===== src/rtl/fp_pkg.sv =====
// fp_pkg: shared fp32 field widths, integer limits, unpacked operand type and converter states
package fp_pkg;
  localparam int EXP_W = 8;
  localparam int FRAC_W = 23;
  localparam int BIAS = 127;
  localparam logic [31:0] INT32_MAX = 32'h7FFFFFFF;
  localparam logic [31:0] INT32_MIN = 32'h80000000;
  typedef struct packed {
    logic sign;
    logic [EXP_W-1:0] exp;
    logic [FRAC_W-1:0] frac;
  } fp32_t;
  typedef enum logic [1:0] {IDLE, SHIFT, ROUND, DONE} state_t;
endpackage


===== src/rtl/fp32_classify.sv =====
// fp32_classify: combinational unpack of an fp32 word into fields and class flags
module fp32_classify
  import fp_pkg::*;
(
  input  logic [31:0]     a,
  output logic            sign,
  output logic [EXP_W-1:0] exp,
  output logic [FRAC_W:0] man,
  output logic            is_zero,
  output logic            is_denorm,
  output logic            is_inf,
  output logic            is_nan
);
  fp32_t f;
  assign f = a;
  assign sign = f.sign;
  assign exp = f.exp;
  assign man = {|f.exp, f.frac};
  assign is_zero = ~|f.exp & ~|f.frac;
  assign is_denorm = ~|f.exp & |f.frac;
  assign is_inf = &f.exp & ~|f.frac;
  assign is_nan = &f.exp & |f.frac;
endmodule


===== src/rtl/fp32_to_int32.sv =====
// fp32_to_int32: iterative fp32 to int32 converter, one mantissa bit shifted per cycle
module fp32_to_int32
  import fp_pkg::*;
#(
  parameter bit RNE_EN = 1
) (
  input  logic        clk,
  input  logic        rst,
  input  logic        in_valid,
  output logic        in_ready,
  input  logic [31:0] a,
  output logic        out_valid,
  input  logic        out_ready,
  output logic [31:0] res,
  output logic        overflow,
  output logic        invalid,
  output logic        inexact
);
  localparam logic [7:0] E_HALF = 8'(BIAS - 1);
  localparam logic [7:0] E_INT = 8'(BIAS + FRAC_W);
  localparam logic [7:0] E_MAX = 8'(BIAS + 31);
  logic sg, iz, idn, iinf, inan;
  logic [7:0] ex;
  logic [23:0] mn;
  fp32_classify u_cls (
    .a(a), .sign(sg), .exp(ex), .man(mn),
    .is_zero(iz), .is_denorm(idn), .is_inf(iinf), .is_nan(inan)
  );
  state_t st;
  logic s, dir, guard, sticky, ovf_r;
  logic [31:0] mag, rnd;
  logic [4:0] cnt;
  assign rnd = mag + {31'b0, RNE_EN && guard && (sticky || mag[0])};
  assign ovf_r = s ? rnd > INT32_MIN : rnd[31];
  always_ff @(posedge clk or posedge rst) begin
    if (rst) begin
      st <= IDLE;
      in_ready <= 1'b1;
      out_valid <= 1'b0;
      res <= '0;
      overflow <= 1'b0;
      invalid <= 1'b0;
      inexact <= 1'b0;
      s <= 1'b0;
      dir <= 1'b0;
      guard <= 1'b0;
      sticky <= 1'b0;
      mag <= '0;
      cnt <= '0;
    end else begin
      case (st)
        IDLE: if (in_valid) begin
          in_ready <= 1'b0;
          s <= sg;
          mag <= {8'b0, mn};
          guard <= 1'b0;
          sticky <= 1'b0;
          if (iinf || inan) begin
            st <= DONE;
            out_valid <= 1'b1;
            invalid <= 1'b1;
            res <= (inan || !sg) ? INT32_MAX : INT32_MIN;
          end else if (idn || ex <= E_HALF - 8'd1) begin
            st <= DONE;
            out_valid <= 1'b1;
            res <= '0;
            inexact <= ~iz;
          end else if (ex > E_MAX) begin
            st <= DONE;
            out_valid <= 1'b1;
            overflow <= 1'b1;
            res <= sg ? INT32_MIN : INT32_MAX;
          end else if (ex < E_INT) begin
            dir <= 1'b1;
            cnt <= 5'(E_INT - ex);
            st <= SHIFT;
          end else begin
            dir <= 1'b0;
            cnt <= 5'(ex - E_INT);
            st <= ex == E_INT ? ROUND : SHIFT;
          end
        end
        SHIFT: begin
          mag <= dir ? mag >> 1 : mag << 1;
          if (dir) begin
            sticky <= sticky | guard;
            guard <= mag[0];
          end
          cnt <= cnt - 5'd1;
          if (cnt == 5'd1) st <= ROUND;
        end
        ROUND: begin
          st <= DONE;
          out_valid <= 1'b1;
          overflow <= ovf_r;
          inexact <= (guard | sticky) & ~ovf_r;
          res <= ovf_r ? (s ? INT32_MIN : INT32_MAX) : (s ? ~rnd + 32'd1 : rnd);
        end
        DONE: if (out_ready) begin
          st <= IDLE;
          out_valid <= 1'b0;
          overflow <= 1'b0;
          invalid <= 1'b0;
          inexact <= 1'b0;
          in_ready <= 1'b1;
        end
        default: st <= IDLE;
      endcase
    end
  end
endmodule


===== config.mk =====
export PLATFORM = sky130hd
export DESIGN_NAME = fp32_to_int32
export DESIGN_NICKNAME = d
export VERILOG_FILES = /design/src/rtl/fp_pkg.sv /design/src/rtl/fp32_classify.sv /design/src/rtl/fp32_to_int32.sv
export SDC_FILE = /design/constraint.sdc
export NUM_CORES = 1
export LEC_CHECK = 0
export BUFFER_PORTS_ARGS = -buffer_cell sky130_fd_sc_hd__buf_2
export CELL_PAD_IN_SITES_DETAIL_PLACEMENT = 2
export CELL_PAD_IN_SITES_GLOBAL_PLACEMENT = 2
export CORE_MARGIN = 3
export CORE_UTILIZATION = 38
export DETAILED_ROUTE_END_ITERATION = 8
export PLACE_DENSITY_LB_ADDON = 0.1
export REMOVE_ABC_BUFFERS = 1
export SYNTH_ARGS = -nofsm -noshare
export SYNTH_HDL_FRONTEND = slang
export SYNTH_SLANG_ARGS = --single-unit
export TNS_END_PERCENT = 100

===== constraint.sdc =====
create_clock -name clk -period 9.25 [get_ports clk]
set_clock_uncertainty 0.05 [all_clocks]
set_input_delay 0.925 -clock clk [delete_from_list [all_inputs] [get_ports clk]]
set_output_delay 0.925 -clock clk [all_outputs]
set_load 0.01 [all_outputs]

==> run summary, run 1 <==
Post-CTS Setup Inserts - 0
Yosys cell types - 76
Clock root buffer - clkbuf_16
Fmax achieved - 226 MHz
RSZ-0062 raised after global routing - no
Most common cell after layout, fill and taps aside - o21ai_0
Initial Util - 39.5%
Final Wtd Congestion - 0.830
Hold Fails Final Rpt - 0
Clk buf depth - 2
Die area - 18400 µm²
Setup TNS - 0 ns
Startpoint Class - flip-flop
Sequential fraction of the synthesis area - 31.4%
Most frequent cells in the layout - o21ai_0, nand2_1, dfrtp_1
Pre-CTS setup slack - 4.84 ns
Fraction of layout instances using a drive strength above 1 - 14.7%
Vias - 6223
I/O pins - 73
Max IR drop VDD - 0.000123 V
Rel. slew slack - 42.5%
Synthesized area per cell - 7.87 µm²
Total Routing Usage GR - 25.3%
Total Wirelength - 22.6 mm
Reg2reg setup slack - 4.83 ns
Critical path class - reg -> reg
Core area - 16200 µm²
Synth async-reset ratio - 100%
Site Rows - 46
Period minus WS final - 4.42 ns
Buf/Inv on CP - 1
Final nets - 884
Grt ovf - 0
CTS resizes - 0
Critical path depth - 13
Setup-failing EPs final - 0
CP required - 9.45 ns
Half-perimeter wire length after placement - 17.1 mm
Quantity of hold-fixing buffers added after cts - 0
Hold Crit Depth - 1
# port buffers - 72
Crit path arrival time - 4.62 ns
CP max FO - 11
Final worst slack - 4.83 ns
Antenna viol nets, final - 0
Clock Latency Late Sink - 0.35 ns
Vias per cell - 5.89
Maximum Capacitance Violations - 0
Fin crit share - 47.8%
Cell family with most CP delay - simple AND/OR/NAND/NOR gates
TritonCTS clock tree - yes
Tightest Pin Transition - 0.862 ns
Syn. warnings - 0
Clock Sinks - 80
Syn Inst Count - 811
Fin. max-slew vios - 0
Number of enable flip-flop cells after synthesis - 0
CP max-delay cell - or4_1
Pleak - 2.84 nW
Routed WL per cell - 21.4 µm
HP Class - reg -> reg
Vias in the first global route - 6563
Dominant synthesized flop cell - dfrtp_1
Crit-path cells - inv_1, nor2_1, ha_1, ha_1, and4_1, and4_1, nand2_1, o31ai_2, nand4_1, nor2_2, a31oi_2, or4_1, a41oi_1
Worst Reg2Reg Path Length in Cells - 13
Layout area overhead - 10.2%
Final Hold Slack - 0.435 ns
Initial antenna violation count - 0
Chip width - 136 µm
Synth Cell Area - 6380 µm²
Slowest stage delay, CP - 0.54 ns
Clock slew at reported path FFs - 0.06 ns
Initial DRC count - 322
Largest net degree at the start of global routing - 70
Flop and latch count out of synthesis - 80
Finished Core Util - 43.5%
First-pass GRT wire length - 37.1 mm
Die Y - 136 µm
Outcome - finished clean
Total CTS buffers - 9
PD cells - 370 nW/µm²
CTS HTree Levels - 3
First drt pass iteration count - 5
CP Capture Type - flip-flop
# DRC - 0
## synth_stat cells (3+ instances only)
master	n	area, µm²
a41oi_1	4	35.0
and2_1	6	37.5
o21a_1	6	45.0
a311oi_1	3	26.3
buf_4	5	37.5
o21ai_1	3	15.0
and3_1	12	75.1
ha_1	14	175
nand2b_1	5	31.3
buf_6	5	56.3
or3_1	10	62.6
buf_2	8	40.0
or2_2	4	25.0
dfrtp_1	79	1980
a31oi_1	6	37.5
a211oi_1	6	45.0
xor2_1	24	210
o22a_1	4	35.0
nand3_1	25	125
xnor2_1	22	193
o221ai_1	4	35.0
a31o_2	3	26.3
nand2_1	104	390
nor3_1	19	95.1
nor4_1	12	75.1
o31ai_1	6	45.0
mux2_2	4	45.0
and4_1	6	52.6
buf_1	8	30.0
nor2b_1	4	25.0
nor2_1	63	236
nand4_1	23	144
o211ai_1	5	37.5
o21ai_0	109	546
mux2i_1	39	390
a21boi_0	3	22.5
a21oi_1	39	195
clkbuf_1	42	158
inv_1	18	67.6
## worst register-to-register path, cell delays in order (launching register included)
cell	delay (ns)
dfrtp_1	0.39
inv_1	0.07
nor2_1	0.10
ha_1	0.23
ha_1	0.41
and4_1	0.50
and4_1	0.48
nand2_1	0.18
o31ai_2	0.27
nand4_1	0.26
nor2_2	0.34
a31oi_2	0.24
or4_1	0.54
a41oi_1	0.25
## final timing paths
path,from,end
max,guard,res[13]
min,res[5],res[5]
max reg2reg,guard,res[13]
min reg2reg,res[5],res[5]
max in group asynchronous,rst,res[2]
min in group asynchronous,rst,mag[21]
## layer usage
| metal | track usage [%] | wire, µm |
|---|---|---|
| met5 | 0 | 0 |
| met4 | 6.94 | 460 |
| met3 | 2.93 | 506 |
| met2 | 40.8 | 10600 |
| met1 | 35.8 | 11000 |
## power breakdown
part	total, mW	switching, mW	internal (mW)
registers	0.784	0.256	0.528
logic	1.49	0.939	0.547
clock network	0.332	0.142	0.189
## per-stage QoR
stage               cells  area, µm²  power, mW
finish               1056       7030       2.60
global route         1055       7030       2.85
CTS                  1055       7030       2.62
detailed placement   1039       6770       2.27
global placement     1039       6770       2.17
floorplan             743       6060       1.71
## final cells by class
class | instances | area [µm²]
multi-input combinational | 645 | 4000
clock inverter | 1 | 5.00
sequential | 80 | 2000
timing repair buffer | 80 | 420
inverter | 18 | 68.8
clock buffer | 15 | 258
tap | 216 | 270
fill | 1857 | 9140
antenna | 1 | 2.50
## state kept, by name, summed over array words and instances (netlist names)
| register | cells |
|---|---|
| inexact | 1 |
| st | 2 |
| overflow | 1 |
| mag | 32 |
| in_ready | 1 |
| invalid | 1 |
| s | 1 |
| dir | 1 |
| sticky | 1 |
| cnt | 5 |
| out_valid | 1 |
| guard | 1 |
| res | 32 |
## logic make-up (layout without fill, tap and decap cells)
logic type	after synthesis	after routing	synth area share, %
AOI/OAI and AO/OA	231	231	22.4
xor gates and xnor gates	47	47	6.57
adders and majority gates	14	14	2.74
buffers and inverters	86	114	6.10
DFF	80	80	31.4
muxes	44	44	7.06
other	0	1	0
and+or+nand+nor	309	309	23.7
(Power assumes the default switching activity.)
==> run 2: changes to the inputs <==
- CORE_UTILIZATION: 38 -> 32
- clock period: 9.25 -> 3.8 ns (I/O delays scaled with it)
==> run 2 against run 1 <==
Net effect:
- register-to-register slack worse by 4.6 ns
- hold slack worse by 0.34 ns
- via count rose by 2.1%
- die area grew 18%
- sequential cell count unchanged
- critical endpoint is now res[17]
- worst setup slack got worse by 4.6 ns
- count of clock-buffer cells in the layout is 4 lower
- clock power grew 150%
- sequential share of layout area is 1.7 points lower
- core utilization fell by 5.1 points
- largest cell class unchanged
- critical path depth grew 1
==> run summary, run 2 (synthesis results as in run 1) <==
Reg2reg setup slack - 0.21 ns (-4.62 ns)
Most common cell after layout, fill and taps aside - o21ai_0
Setup TNS - 0 ns (unchanged)
Fraction of layout instances using a drive strength above 1 - 20.7% (+6.0 points)
Critical path class - reg -> reg
CP Capture Type - flip-flop
Pleak - 3.06 nW (+7.5%)
CP max-delay cell - dfrtp_2
Clk buf depth - 2 (unchanged)
TritonCTS clock tree - yes
Biggest regs - mag (32), res (32), cnt (5)
Grt ovf - 0 (unchanged)
Buf/Inv on CP - 1 (unchanged)
Period minus WS final - 3.59 ns (-0.833 ns)
First drt pass iteration count - 4 (-1)
Vias per cell - 5.57 (-5.5%)
Rel. slew slack - 34.5% (-8.0 points)
Initial DRC count - 304 (-5.6%)
Final Hold Slack - 0.0955 ns (-0.340 ns)
Initial antenna violation count - 0 (unchanged)
Antenna viol nets, final - 0 (unchanged)
CTS HTree Levels - 3 (unchanged)
Quantity of hold-fixing buffers added after cts - 0 (unchanged)
HP Class - in -> async
RR Endpoint - res[17]
Total Wirelength - 23.9 mm (+5.5%)
Gate power share - 60.4% (+3.3 points)
Placed insts - 1118 (+7.6%)
# port buffers - 72 (unchanged)
Clock Sinks - 80 (unchanged)
Total CTS buffers - 9 (unchanged)
R2r startpoint - mag[0]
# diodes - 0 (-1)
PD cells - 888 nW/µm² (+140%)
Vias - 6355 (+2.1%)
Vias in the first global route - 6783 (+3.4%)
CP required - 4.02 ns (-5.43 ns)
Seq pwr share - 27.1% (-3.0 points)
Core area - 19500 µm² (+21%)
Critical path depth - 14 (+1)
CP max FO - 8 (-3)
I/O pins - 73 (unchanged)
Fin crit share - 94.4% (+47 points)
Maximum Capacitance Violations - 0 (unchanged)
Worst Reg2Reg Path Length in Cells - 14 (+1)
Startpoint Class - flip-flop
Die Y - 147 µm (+8.6%)
Sw Share - 50.8% (-0.61 points)
Half-perimeter wire length after placement - 18.1 mm (+5.9%)
Non-filler cells, final - 1141 (+8.0%)
Slowest stage delay, CP - 0.43 ns (-0.11 ns)
Chip width - 147 µm (+8.6%)
Outcome - finished clean
Largest net degree at the start of global routing - 58 (-17%)
Crit-path cells - nor2_1, nor2_1, ha_2, ha_1, buf_4, xnor2_2, nand3_2, a211oi_2, o21ai_2, or2_4, mux2_4, and3_1, a311o_1, a211oi_2
Clock power frac - 12.5% (-0.3 points)
Initial Util - 32.7% (-6.8 points)
Site Rows - 51 (+11%)
Crit path arrival time - 3.80 ns (-0.82 ns)
FILL cells - 2301 (+24%)
Final nets - 921 (+4.2%)
Clock slew at reported path FFs - 0.06 ns (about the same)
Most frequent cells in the layout - o21ai_0, nand2_1, dfrtp_1
Final Wtd Congestion - 0.842 (+1.4%)
Cell Int Power - 3.27 mW (+160%)
Tightest Pin Transition - 0.982 ns (+0.120 ns)
Total Routing Usage GR - 22.3% (-2.9 points)
First-pass GRT wire length - 38.8 mm (+4.5%)
Clock root buffer - clkbuf_16
Fin. max-slew vios - 0 (unchanged)
# DRC - 0 (unchanged)
Clock Latency Late Sink - 0.36 ns (about the same)
Max IR drop VDD - 0.000423 V (+240%)
Fmax achieved - 279 MHz (+23%)
Die area - 21700 µm² (+18%)
Cell family with most CP delay - compound AO/OA/AOI/OAI gates
Layout area overhead - 17.4%
Routed WL per cell - 20.9 µm (-2.4%)
Hold Fails Final Rpt - 0 (unchanged)
Setup-failing EPs final - 0 (unchanged)
Sw power - 3.38 mW (+150%)
[run 2: worst reg2reg max path: cells and delay by family, from the launching register on]
kind	cells	cell delay (ns)
adder cells (fa/ha/maj)	2	0.40
buffers and inverters	1	0.18
XOR/XNOR	1	0.24
multiplexers	1	0.32
flip-flops	1	0.43
AND/OR/NAND/NOR	5	0.85
AO/OA/AOI/OAI	4	1.05
[run 2: area by class of cell]
type	instances	area, µm²	share of cell area, %
Multi-Input combinational cell	645	4110	54.8
Sequential cell	80	2010	26.8
Timing Repair Buffer	117	711	9.49
Tap cell	265	332	4.43
Clock buffer	11	233	3.11
Inverter	18	68.8	0.919
Clock inverter	5	33.8	0.451
[run 2: worst max-delay path by stage]
stage | start | to | slack (ns)
after floorplan | mag[0] | res[13] | 0.12
after global placement | mag[0] | res[17] | 0.08
after detailed placement | mag[0] | res[17] | -0.06
after CTS | mag[0] | res[18] | -0.002
after global routing | mag[0] | res[29] | -0.05
final | mag[0] | res[17] | 0.21
[run 2: power groups by stage]
stage	Combinational, mW	Clock [mW]	Sequential, mW
finish	4.02	0.829	1.80
detailed placement	3.94	0	1.82
CTS	3.98	0.853	1.80
floorplan	2.24	0	1.92
global route	4.49	0.893	1.89
global placement	3.76	0	1.77
[run 2: stage by stage]
step | instance area, µm² | power [mW] | util, % | worst slack, ns
finish | 7490 | 6.65 | 38.4 | 0.213
global route | 7490 | 7.28 | 38.4 | -0.0492
CTS | 7340 | 6.63 | 37.6 | -0.00233
detailed placement | 7070 | 5.75 | 36.2 | -0.0643
global placement | 7070 | 5.54 | 36.2 | 0.0755
floorplan | 6060 | 4.15 | - | 0.122
[run 2: repair_timing]
| item | 4_1_cts | 5_1_grt |
|---|---|---|
| endpoints found under the setup margin | 1 | 31 |
| resized for setup | 1 | 21 |
| setup buffers | 0 | 7 |
| pin swaps | 0 | 5 |
[run 2: layer usage]
layer	GRT usage [%]	part of all wire, %	vias up
li1	-	-	3028
met1	31.3	48	3198
met2	36.5	48	101
met3	2.50	2.7	28
met4	6.66	2.0	0
met5	0	0	-
==> run 3: changes to the inputs <==
- ABC_CLOCK_PERIOD_IN_PS: default -> 3800
- CORE_ASPECT_RATIO: default -> 1.5
- GPL_TIMING_DRIVEN: default -> 0
==> run 3 against run 2 <==
Net effect:
- wire length decreased by 0.31%
- combinational power decreased by 6.5%
- register-to-register slack got worse by 0.04 ns
- via count about the same
- worst setup slack got worse by 0.044 ns
- cell count decreased by 2.2%
- total power increased by 2.6%
- die area increased by 0.16%
- sequential power increased by 12%
- non-clock buffer count decreased by 17
- first-iteration DRC count decreased by 25%
- global-route usage decreased by 0.45 points
- critical endpoint is now res[31]
- highest routed layer is now met5
==> run summary, run 3 (synthesis results as in run 1) <==
Biggest regs - mag (32), res (32), cnt (5)
Outcome - finished clean
PD cells - 894 nW/µm² (+0.68%)
Crit path arrival time - 3.81 ns (about the same)
Worst Hold Launch - a[31]
Initial Util - 32.9% (+0.22 points)
Pleak - 3.06 nW (about the same)
Finished Core Util - 39.4% (+1.0 points)
# port buffers - 72 (unchanged)
# DRC - 0 (unchanged)
Total Wirelength - 23.8 mm (-0.31%)
First drt pass iteration count - 4 (unchanged)
RR Endpoint - res[31]
Fmax achieved - 275 MHz (-1.2%)
Non-filler cells, final - 1116 (-2.2%)
Cell family with most CP delay - simple AND/OR/NAND/NOR gates
Hold Fails Final Rpt - 0 (unchanged)
Total CTS buffers - 9 (unchanged)
Final worst slack - 0.169 ns (-0.0440 ns)
Reg2reg setup slack - 0.17 ns (-0.04 ns)
First-pass GRT wire length - 37.7 mm (-2.9%)
HP Class - in -> reg
Vias - 6349 (-0.094%)
Most common cell after layout, fill and taps aside - o21ai_0
Rel. slew slack - 39.0% (+4.5 points)
Final Total Pwr - 6.82 mW (+2.6%)
Max IR drop VDD - 0.000348 V (-18%)
Critical path class - reg -> reg
Hold endpoint - s
Core area - 19400 µm² (-0.68%)
Buf/Inv on CP - 2 (+1)
Clock root buffer - clkbuf_16
Most frequent cells in the layout - o21ai_0, nand2_1, dfrtp_1
Startpoint Class - flip-flop
Half-perimeter wire length after placement - 17.4 mm (-4.0%)
Largest net degree at the start of global routing - 52 (-10%)
GR Layer Usage met1 - 26.5% (-4.7 points)
Layout area overhead - 19.7%
Worst Reg2Reg Path Length in Cells - 13 (-1)
Vias per cell - 5.69 (+2.1%)
Clock Sinks - 80 (unchanged)
Final Hold Slack - 0.217 ns (+0.121 ns)
I/O pins - 73 (unchanged)
Hold Crit Depth - 3
Final instance area - 7640 µm² (+2.0%)
Pre-CTS setup slack - -1.13 ns (-1.07 ns)
Antenna viol nets, final - 0 (unchanged)
Vias in the first global route - 6868 (+1.3%)
Clock Latency Late Sink - 0.36 ns (about the same)
Initial DRC count - 229 (-25%)
R2r startpoint - guard
Post-DP Area - 6880 µm² (-2.7%)
Period minus WS final - 3.63 ns (+0.0440 ns)
Crit-path cells - inv_1, nor2_1, ha_2, and4_4, nand4_1, buf_4, nor3_1, xnor2_2, nand3_2, or3_4, or3_1, a21boi_1, o21ai_1
Initial antenna violation count - 1 (+1)
Chip width - 121 µm (-18%)
Fraction of layout instances using a drive strength above 1 - 20.7% (+0.036 points)
Final Wtd Congestion - 0.846 (+0.50%)
Die area - 21700 µm² (+0.16%)
Tightest Pin Transition - 0.915 ns (-0.0674 ns)
Setup TNS - 0 ns (unchanged)
CP max FO - 9 (+1)
CP max-delay cell - or3_4
Site Rows - 62 (+22%)
Clock slew at reported path FFs - 0.07 ns (about the same)
Routed WL per cell - 21.3 µm (+1.9%)
Met3 Use GR - 2.87% (+0.37 points)
Die Y - 179 µm (+22%)
Slowest stage delay, CP - 0.41 ns (-0.02 ns)
CP Capture Type - flip-flop
GRT met2 Usage - 40.1% (+3.6 points)
Placed insts - 1077 (-3.7%)
FILL cells - 2252 (-2.1%)
Fin crit share - 95.5% (+1.2 points)
Setup-failing EPs final - 0 (unchanged)
Maximum Capacitance Violations - 0 (unchanged)
Clk buf depth - 2 (unchanged)
Total Routing Usage GR - 21.9% (-0.45 points)
Fin. max-slew vios - 0 (unchanged)
CTS HTree Levels - 3 (unchanged)
Busiest grt layer - met2
Final nets - 906 (-1.6%)
CP required - 3.98 ns (-0.04 ns)
Grt ovf - 0 (unchanged)
# diodes - 0 (unchanged)
TritonCTS clock tree - yes
-- run 3: power by group --
part | leakage [nW] | internal (mW) | switching [mW]
Combinational | 1.92 | 1.51 | 2.25
Sequential | 0.971 | 1.28 | 0.732
Clock | 0.166 | 0.645 | 0.402
Total | 3.06 | 3.44 | 3.38
-- run 3: repair_timing --
item                                    CTS  global route
gates cloned                              0             2
gates resized for setup                  21            21
pin swaps                                 3             9
setup buffers                             8            13
endpoints found under the setup margin   34            24
hold buffers                              1             0
hold endpoints to repair                 21             0
-- run 3: area by class of cell --
class | count | area, µm² | area share [%]
multi-input combinational | 647 | 4250 | 55.6
inverter | 18 | 70.1 | 0.917
sequential | 80 | 2010 | 26.3
clock inverter | 6 | 116 | 1.52
timing repair buffer | 100 | 651 | 8.52
clock buffer | 9 | 225 | 2.95
tap | 256 | 320 | 4.19
-- run 3: metal layers --
layer	vias up	routed length, µm
met3	29	633
met4	2	488
met2	104	12800
met1	3218	9890
li1	2996	-
met5	-	7
-- run 3: worst max-delay path by stage --
| stage | from | end | slack (ns) | cells after the start |
|---|---|---|---|---|
| 2_1_floorplan | mag[0] | res[13] | 0.12 | 13 |
| 4_1_cts | guard | res[13] | 0.002 | 14 |
| 6_report | guard | res[31] | 0.17 | 13 |
| 5_1_grt | guard | res[2] | -0.03 | 15 |
| 3_3_place_gp | a[23] | res[16] | -1.71 | 12 |
| 3_5_place_dp | mag[0] | res[18] | -1.13 | 13 |
-- run 3: worst reg2reg max path, cell delays in order, from the launching register on --
cell and delay [ns]:
dfrtp_1 0.39, inv_1 0.07, nor2_1 0.14, ha_2 0.26, and4_4 0.32, nand4_1 0.13
buf_4 0.22, nor3_1 0.31, xnor2_2 0.23, nand3_2 0.22, or3_4 0.42, or3_1 0.36
a21boi_1 0.26, o21ai_1 0.12
